## src/rtl/fetch_ctrl.sv

```systemverilog
// fetch_ctrl: PC sequencer, I-cache req/gnt issue, instruction buffer for decode, redirect squash.
// Define FETCH_PERF_EN to add saturating fetch/drop/stall performance counter outputs.
module fetch_ctrl #(
  parameter int              ADDR       = 32,
  parameter int              INST       = 32,
  parameter logic [ADDR-1:0] RESET_VEC  = '0,
  parameter int              IBUF_DEPTH = 4
) (
  input  logic            clk,
  input  logic            reset,
  output logic            fetch_req,
  output logic [ADDR-1:0] fetch_pc,
  input  logic            fetch_gnt,
  input  logic            ic_valid,
  input  logic [INST-1:0] ic_inst,
  input  logic            redirect_valid,
  input  logic [ADDR-1:0] redirect_pc,
  output logic            dec_valid,
  output logic [ADDR-1:0] dec_pc,
  output logic [INST-1:0] dec_inst,
  input  logic            dec_ready,
  output logic [1:0]      dbg_state
`ifdef FETCH_PERF_EN
  ,
  output logic [31:0]     perf_fetch_cnt,
  output logic [31:0]     perf_drop_cnt,
  output logic [31:0]     perf_stall_cnt
`endif
);

  localparam int CW   = $clog2(IBUF_DEPTH + 1);
  localparam int PW   = $clog2(IBUF_DEPTH);
  localparam int STEP = INST / 8;
  localparam logic [ADDR-1:0] STEP_W     = ADDR'(STEP);
  localparam logic [ADDR-1:0] ALIGN_MASK = ~(STEP_W - 1'b1);
  localparam logic [CW:0]     DEPTH_W    = IBUF_DEPTH[CW:0];

  typedef enum logic [1:0] {S_BOOT = 2'd0, S_RUN = 2'd1, S_DRAIN = 2'd2} state_t;

  state_t          r_state, w_state_nx;
  logic [ADDR-1:0] r_fetch_pc;
  logic [CW-1:0]   r_outst, r_drop, r_count, w_outst_nx;
  logic [PW-1:0]   r_pcq_wr, r_pcq_rd, r_ib_wr, r_ib_rd;
  logic [ADDR-1:0] r_pcq     [IBUF_DEPTH];
  logic [ADDR-1:0] r_ib_pc   [IBUF_DEPTH];
  logic [INST-1:0] r_ib_inst [IBUF_DEPTH];
  logic            w_credit_ok, w_fire, w_resp, w_push, w_pop;

  // Handshakes: a request transfers when fetch_req & fetch_gnt, a response when ic_valid
  // (no backpressure), a decode pop when dec_valid & dec_ready; req/pc hold until gnt
  // unless a redirect withdraws the request.
  assign w_credit_ok = ({1'b0, r_outst} + {1'b0, r_count}) < DEPTH_W;
  assign fetch_req   = (r_state == S_RUN) && w_credit_ok && !redirect_valid;
  assign w_fire      = fetch_req && fetch_gnt;
  assign w_resp      = ic_valid && (r_outst != '0);
  assign w_push      = w_resp && (r_state == S_RUN) && !redirect_valid;
  assign w_pop       = dec_valid && dec_ready;
  assign w_outst_nx  = r_outst + CW'(w_fire) - CW'(w_resp);

  assign fetch_pc  = r_fetch_pc;
  assign dec_valid = (r_count != '0);
  assign dec_pc    = r_ib_pc[r_ib_rd];
  assign dec_inst  = r_ib_inst[r_ib_rd];
  assign dbg_state = r_state;

  always_comb begin
    w_state_nx = r_state;
    case (r_state)
      S_BOOT:  w_state_nx = S_RUN;
      S_RUN:   if (redirect_valid && (w_outst_nx != '0)) w_state_nx = S_DRAIN;
      S_DRAIN: begin
        if (redirect_valid)
          w_state_nx = (w_outst_nx != '0) ? S_DRAIN : S_RUN;
        else if (w_resp && (r_drop == CW'(1)))
          w_state_nx = S_RUN;
      end
      default: w_state_nx = S_BOOT;
    endcase
  end

  always_ff @(posedge clk) begin
    if (reset) begin
      r_state    <= S_BOOT;
      r_fetch_pc <= RESET_VEC;
      r_outst    <= '0;
      r_drop     <= '0;
      r_count    <= '0;
      r_pcq_wr   <= '0;
      r_pcq_rd   <= '0;
      r_ib_wr    <= '0;
      r_ib_rd    <= '0;
    end else begin
      r_state <= w_state_nx;
      r_outst <= w_outst_nx;
      // The PC tag FIFO tracks every in-flight request, stale or not, so it is never squashed.
      if (w_fire) r_pcq_wr <= r_pcq_wr + 1'b1;
      if (w_resp) r_pcq_rd <= r_pcq_rd + 1'b1;
      if (redirect_valid) begin
        r_fetch_pc <= redirect_pc & ALIGN_MASK;
        r_drop     <= w_outst_nx;
        r_count    <= '0;
        r_ib_wr    <= '0;
        r_ib_rd    <= '0;
      end else begin
        if (w_fire) r_fetch_pc <= r_fetch_pc + STEP_W;
        if ((r_state == S_DRAIN) && w_resp) r_drop <= r_drop - 1'b1;
        if (w_push) r_ib_wr <= r_ib_wr + 1'b1;
        if (w_pop)  r_ib_rd <= r_ib_rd + 1'b1;
        r_count <= r_count + CW'(w_push) - CW'(w_pop);
      end
    end
  end

  always_ff @(posedge clk) begin
    if (w_fire) r_pcq[r_pcq_wr] <= r_fetch_pc;
    if (w_push) begin
      r_ib_pc[r_ib_wr]   <= r_pcq[r_pcq_rd];
      r_ib_inst[r_ib_wr] <= ic_inst;
    end
  end

  // A response with nothing outstanding is an I-cache protocol violation; it is ignored.
  always @(posedge clk) begin
    if (!reset) assert (!(ic_valid && (r_outst == '0)));
  end

`ifdef FETCH_PERF_EN
  logic [31:0] r_perf_fetch, r_perf_drop, r_perf_stall;

  always_ff @(posedge clk) begin
    if (reset) begin
      r_perf_fetch <= '0;
      r_perf_drop  <= '0;
      r_perf_stall <= '0;
    end else begin
      if (w_fire && (r_perf_fetch != '1)) r_perf_fetch <= r_perf_fetch + 1'b1;
      if (w_resp && ((r_state == S_DRAIN) || redirect_valid) && (r_perf_drop != '1))
        r_perf_drop <= r_perf_drop + 1'b1;
      if ((r_state == S_RUN) && !w_credit_ok && (r_perf_stall != '1))
        r_perf_stall <= r_perf_stall + 1'b1;
    end
  end

  assign perf_fetch_cnt = r_perf_fetch;
  assign perf_drop_cnt  = r_perf_drop;
  assign perf_stall_cnt = r_perf_stall;
`endif

endmodule

```

## config.mk

```make
export PLATFORM = sky130hd
export DESIGN_NAME = fetch_ctrl
export DESIGN_NICKNAME = d
export VERILOG_FILES = /design/src/rtl/fetch_ctrl.sv
export SDC_FILE = /design/constraint.sdc
export NUM_CORES = 1
export LEC_CHECK = 0
export CAP_MARGIN = 20
export CORE_AREA = 2 2 173 175
export DETAILED_ROUTE_END_ITERATION = 8
export DIE_AREA = 0 0 175 177
export PLACE_DENSITY = 0.91
export RECOVER_POWER = 25
export SLEW_MARGIN = 10
export SYNTH_ARGS = -nofsm -noshare
export SYNTH_HDL_FRONTEND = slang
export SYNTH_SLANG_ARGS = --single-unit
```

## constraint.sdc

```tcl
create_clock -name clk -period 3.9 [get_ports clk]
set_clock_uncertainty 0.2 [all_clocks]
set_input_delay 0.78 -clock clk [delete_from_list [all_inputs] [get_ports clk]]
set_output_delay 0.78 -clock clk [all_outputs]
set_load 0.05 [all_outputs]
```

---- Yosys cells after proc, flatten, opt, wreduce, memory -nomap -nowiden ----
Memory sizes are Yosys's and may differ from the RTL's. A register that Yosys moved wholly into a read port is not among the register bits.
Index checks and enable logic that the tools add are counted.
storage, ports and cells
  latch bits .............................. 0
  ROM bits ................................ 0
  memories kept ........................... 3
  RAM bits ................................ 384
  word-level logic and storage cells ...... 68
  input port bits ......................... 70
  output and inout bits ................... 100
  register bits after elaboration ......... 51
cells by class
  reduce and logical (&&, ||, !) cells .... 19
  multiply operators ...................... 0
  multiplexer cells ....................... 19
  eq/ne operators ......................... 5
  magnitude comparators ................... 1
  add/sub/neg operators ................... 11
  bitwise logic cells ..................... 0
  divide/modulo/power cells ............... 0
  shift operators ......................... 0
memory list
  name       words  width  rd ports  clocked after Yosys merged registers in  write ports  line  source
  r_ib_inst  4      32     1         1                                        1            46    logic [INST-1:0] r_ib_inst [IBUF_DEPTH];
  r_ib_pc    4      32     1         1                                        1            45    logic [ADDR-1:0] r_ib_pc [IBUF_DEPTH];
  r_pcq      4      32     1         1                                        1            44    logic [ADDR-1:0] r_pcq [IBUF_DEPTH];
operator list
  kind                                                                     number
  32-bit 2-to-1 mux                                                        2
  32-bit by 3-bit adder with 32-bit output, second input constant          1
  2-bit 2-to-1 mux                                                         10
  1-bit logical AND                                                        10
  3-bit nonzero test                                                       3
  2-bit by 1-bit adder with 2-bit output, second input constant            4
  3-bit by 1-bit adder with 3-bit output                                   2
  3-bit 2-to-1 mux                                                         2
  2-bit case mux with 3 select lines                                       1
  3-bit by 1-bit subtractor with 3-bit output                              2
  3-bit by 3-bit adder with 4-bit output                                   1
  4-bit by 3-bit < comparator with 1-bit output, second input constant     1
  1-bit 2-to-1 mux                                                         4
  2-bit nonzero test                                                       2
  3-bit by 1-bit == test with 1-bit output, second input constant          1
  3-bit inequality test, second input constant                             1
  3-bit by 1-bit subtractor with 3-bit output, second input constant       1
  2-bit by 1-bit == test with 1-bit output, second input constant          1
  2-bit == test, second input constant                                     1
  2-bit zero test                                                          1
  2-bit by 1-bit inequality test with 1-bit output, second input constant  1
  2-bit AND reduction                                                      1
  2-bit OR reduction                                                       1
  1-bit zero test                                                          1

---- Longest topological paths before layout ----
Gate-level depths: netlist (run 1).
  word-level depth ........................ 11
  gate-level depth with buffers ........... 13
  gate-level depth less buffers ........... 12

---- Least setup slack after synthesis (run 1) ----
OpenSTA, ideal clock, no wires.
  path type ............................... flip-flop to flip-flop
  start ................................... register r_state[0] (netlist: dbg_state[0])
  end ..................................... register r_state[0] (netlist: dbg_state[0])
  buffers on the path ..................... 1
  period minus slack after synthesis ...... 3.577 ns
  setup slack ............................. 0.323 ns
  data required time ...................... 3.630 ns
  library setup time ...................... 0.070 ns
  arrival ................................. 3.306 ns
  stages on the path, launching flop included .. 13
  cells stage by stage .................... dfxtp_1 -> nor3b_4 -> and4_1 -> inv_2 -> buf_1 -> ha_1 -> inv_1 -> ha_1 -> fa_1 -> xnor2_1 -> o31a_1 -> or3_1 -> a21oi_1
on the way
  cells in the longest elaborated chain, start to end .. 10
  elaborated cells between the ends (all ways) .. 16
  those cells by class .................... add/sub: 2; eq/ne: 4; mux: 3; reduce/logical: 7
RTL lines
  what                                                                                         line    source
  start, declared                                                                              40      state_t r_state, w_state_nx;
  start signal, assigned                                                                       93      r_state <= w_state_nx;
  2-bit by 1-bit == test with 1-bit output                                                     53, 68
  1-bit logical AND (2 in series)                                                              53      assign fetch_req = (r_state == S_RUN) && w_credit_ok && !redirect_valid;
  1-bit logical AND                                                                            54      assign w_fire = fetch_req && fetch_gnt;
  3-bit by 1-bit adder with 3-bit output                                                       58      assign w_outst_nx = r_outst + CW'(w_fire) - CW'(w_resp);
  3-bit by 1-bit subtractor with 3-bit output                                                  58
  3-bit nonzero test                                                                           70, 73
  2-bit 2-to-1 mux / 1-bit logical AND (equally long branches)                                 73, 70
  2-bit 2-to-1 mux / 2-bit by 1-bit inequality test with 1-bit output (equally long branches)  n/a
  2-bit case mux with 3 select lines / 2-bit AND reduction (equally long branches)             n/a
Parallel ways exist; a longest one is shown, timed or not.
A chain may end at the register's enable or synchronous reset.

==> out/metrics.yaml, run 1 <==
gp_congestion: 0.836
yosys-top-cells-area: "edfxtp_1, mux4_2, dfxtp_1"
clkTransAtPathRegs_ps: 60
dp.cells: 1381
rsz0062_at_grt: "false"
cts_tree: "done"
cp.arrival_ps: 2660
dr_wl_met3_um: 2320
drc: 0
hp-start: "r_ib_rd[1]"
nFillCells: 1852
synth_top_area_cell: "edfxtp_1"
boundaryPins: 170
r2r-start: "r_outst[2]"
row_count: 63
hold_class: "flop to flop"
routed.top_layer: "met4"
overflow: 0
criticalPathCategory: "flop to output port"
endpoint_kind: "output port"
cts_hold_buf: 0
h-tree-depth: 2
num_antenna_cells: 0
p_int_mw: 8.03
antenna_found_initial: 0
ys_seq_area_share_pct: 74.9
power.switching_mw: 2.66
finalCritPeriodShare_pct: 93.3
dieHeight_um: 177
syn_area_per_cell_um2: 19.3
yosysMostFrequentCell: "edfxtp_1"
stdcell_area_mm2: 0.0198
relSlewSlack_pct: 27.9
grt.total_usage_pct: 21.7
power_density_mw_per_mm2: 540
hold_slack_ps: 345
start_kind: "flop"
final_core_util_pct: 67.7
totalWireLength_um: 32900
areaGrowthSynthToFinish_pct: 22.5
drt_pass1_iterations: 5
post-cts-setup-buffer-count: 0
start_util_pct: 55.3
nNetsFinal: 1123
met1_length_um: 13200
netlist_instances: 838
leakagePower_nw: 6.38
cts_resized: 0
ant_nets: 0
cts_buffers: 41
clock_latency_ps: 540
ys_types: 50
maxCapViolations: 0
setup_viol: 0
drtIter0Drc: 873
clockPowerShare_pct: 36.0
max_freq_ghz: 0.275
cts_root_buf: "clkbuf_16"
ys_ff_latch: 421
port_buffers: 163
routedWlPerCell_um: 22.6
power_frac_comb_pct: 13.4
status: "completed"
dpl_cell_area_mm2: 0.0185
cp_max_fo: 15
swShare_pct: 24.9
die_w_um: 175
clockBufferDepth: 3
synthTopCellsByCount: "edfxtp_1, mux4_2, dfxtp_1, nand2_1, nor2_1"
cts.sinks: 421
grt_max_degree: 45
synth_ff_type: "edfxtp_1"
routed-wl-met2_um: 16700
drive_gt1_share_pct: 19.2
vdd_drop_max_mv: 0.350
p_total_mw: 10.7
die_area_mm2: 0.0310
post-route-min-period_ps: 3640
maxSlewViolCount: 0
final_cells: 1456
yosysTopAreaCellShare_pct: 68.3
routed_via_density: 5.93
async_reset_ff_share_pct: 0
ys.warnings.count: 0
num_vias: 8630
place_ws_ps: 60.8
grt_pass1_vias: 8867
tns_ps: 0
synth_edf_count: 368
post-dp-hpwl_um: 20700
worstMarginPinSlew_ps: 1080
core_area_mm2: 0.0292
grt_pass1_wl_um: 50900
syn_area_mm2: 0.0162
setup_slack_ps: 261
critPathRequiredTime_ps: 2920
finalHoldViolations: 0
power_frac_seq_pct: 50.6
[registers in the layout (all words and copies together), names as in the netlist, named ones only]
signal	cells
r_ib_inst	128
r_ib_rd	2
r_count	3
r_pcq_wr	2
fetch_pc	30
r_outst	3
r_pcq	120
r_ib_wr	2
r_pcq_rd	2
dbg_state	2
r_ib_pc	120
r_drop	3
[kinds of logic after synthesis]
group	count (synthesis)	synth area share (%)
simple gates	142	4.86
fa+ha+maj	19	1.56
compound gates	84	3.31
mux	93	12.9
buf+inv	63	1.65
flops	421	74.9
other cells	1	0.0232
xor+xnor	15	0.812
[cell type report]
type	instances	area, µm²	area share, %
Sequential cell	421	12100	61.2
Multi-Input combinational cell	357	3820	19.3
Timing Repair Buffer	194	1970	9.97
Clock buffer	46	1040	5.28
Tap cell	390	488	2.46
Clock inverter	29	277	1.40
Inverter	19	71.3	0.360
[worst max-delay path, stage by stage, from the launching register on]
cell             delay (ps)
dfxtp_4                 550
buf_4                   290
mux4_2                  540
clkdlybuf4s50_1         730
[power groups by stage]
stage	sequential, mW	clock [mW]	combinational [mW]
floorplan	5.46	0	0.957
global placement	5.49	0	1.38
CTS	5.42	3.91	1.45
detailed placement	5.51	0	1.43
global route	5.45	4.07	1.53
finish	5.41	3.85	1.43
[per-layer routing]
metal / up-vias / track usage, %
li1: 3776 / -
met1: 4345 / 29.1
met2: 456 / 37.4
met3: 53 / 3.46
met4: 0 / 6.15
met5: - / 0
[layout by cell type (no fill, tap or decap), types with 4 or more instances in the layout]
cell type / instances
a21oi_1: 21
xor2_1: 7
nor2b_1: 4
and2_1: 11
dfxtp_1: 50
a41oi_1: 4
clkinv_1: 8
clkdlybuf4s50_1: 136
dlygate4sd3_1: 26
buf_12: 9
clkbuf_1: 5
nor2_1: 32
edfxtp_1: 368
clkbuf_16: 41
clkinv_2: 7
and3_1: 6
a31oi_1: 18
a2bb2oi_1: 4
nand4_1: 11
and3_4: 4
mux4_2: 92
o21ai_0: 17
nor3_1: 5
nand2_1: 33
ha_1: 17
inv_1: 18
or3_1: 7
xnor2_1: 8
bufinv_16: 4
a211oi_1: 5
conb_1: 4
nand3_1: 12
buf_4: 23
[worst paths after layout]
path | end | slack [ps] | cells after the start
setup / recovery | dec_inst[24] | 260 | 3
hold reg to reg | r_ib_rd[1] | 340 | 2
hold / removal | r_ib_rd[1] | 340 | 2
setup reg to reg | dbg_state[0] | 670 | 12
Note: power is estimated with default switching activity, not from simulation.
==> inputs of run 2 (changes only) <==
HOLD_SLACK_MARGIN = 0.15   (was default)
==> results of run 2 <==
No change in the layout: final DEF, timing and power equal those of run 1.
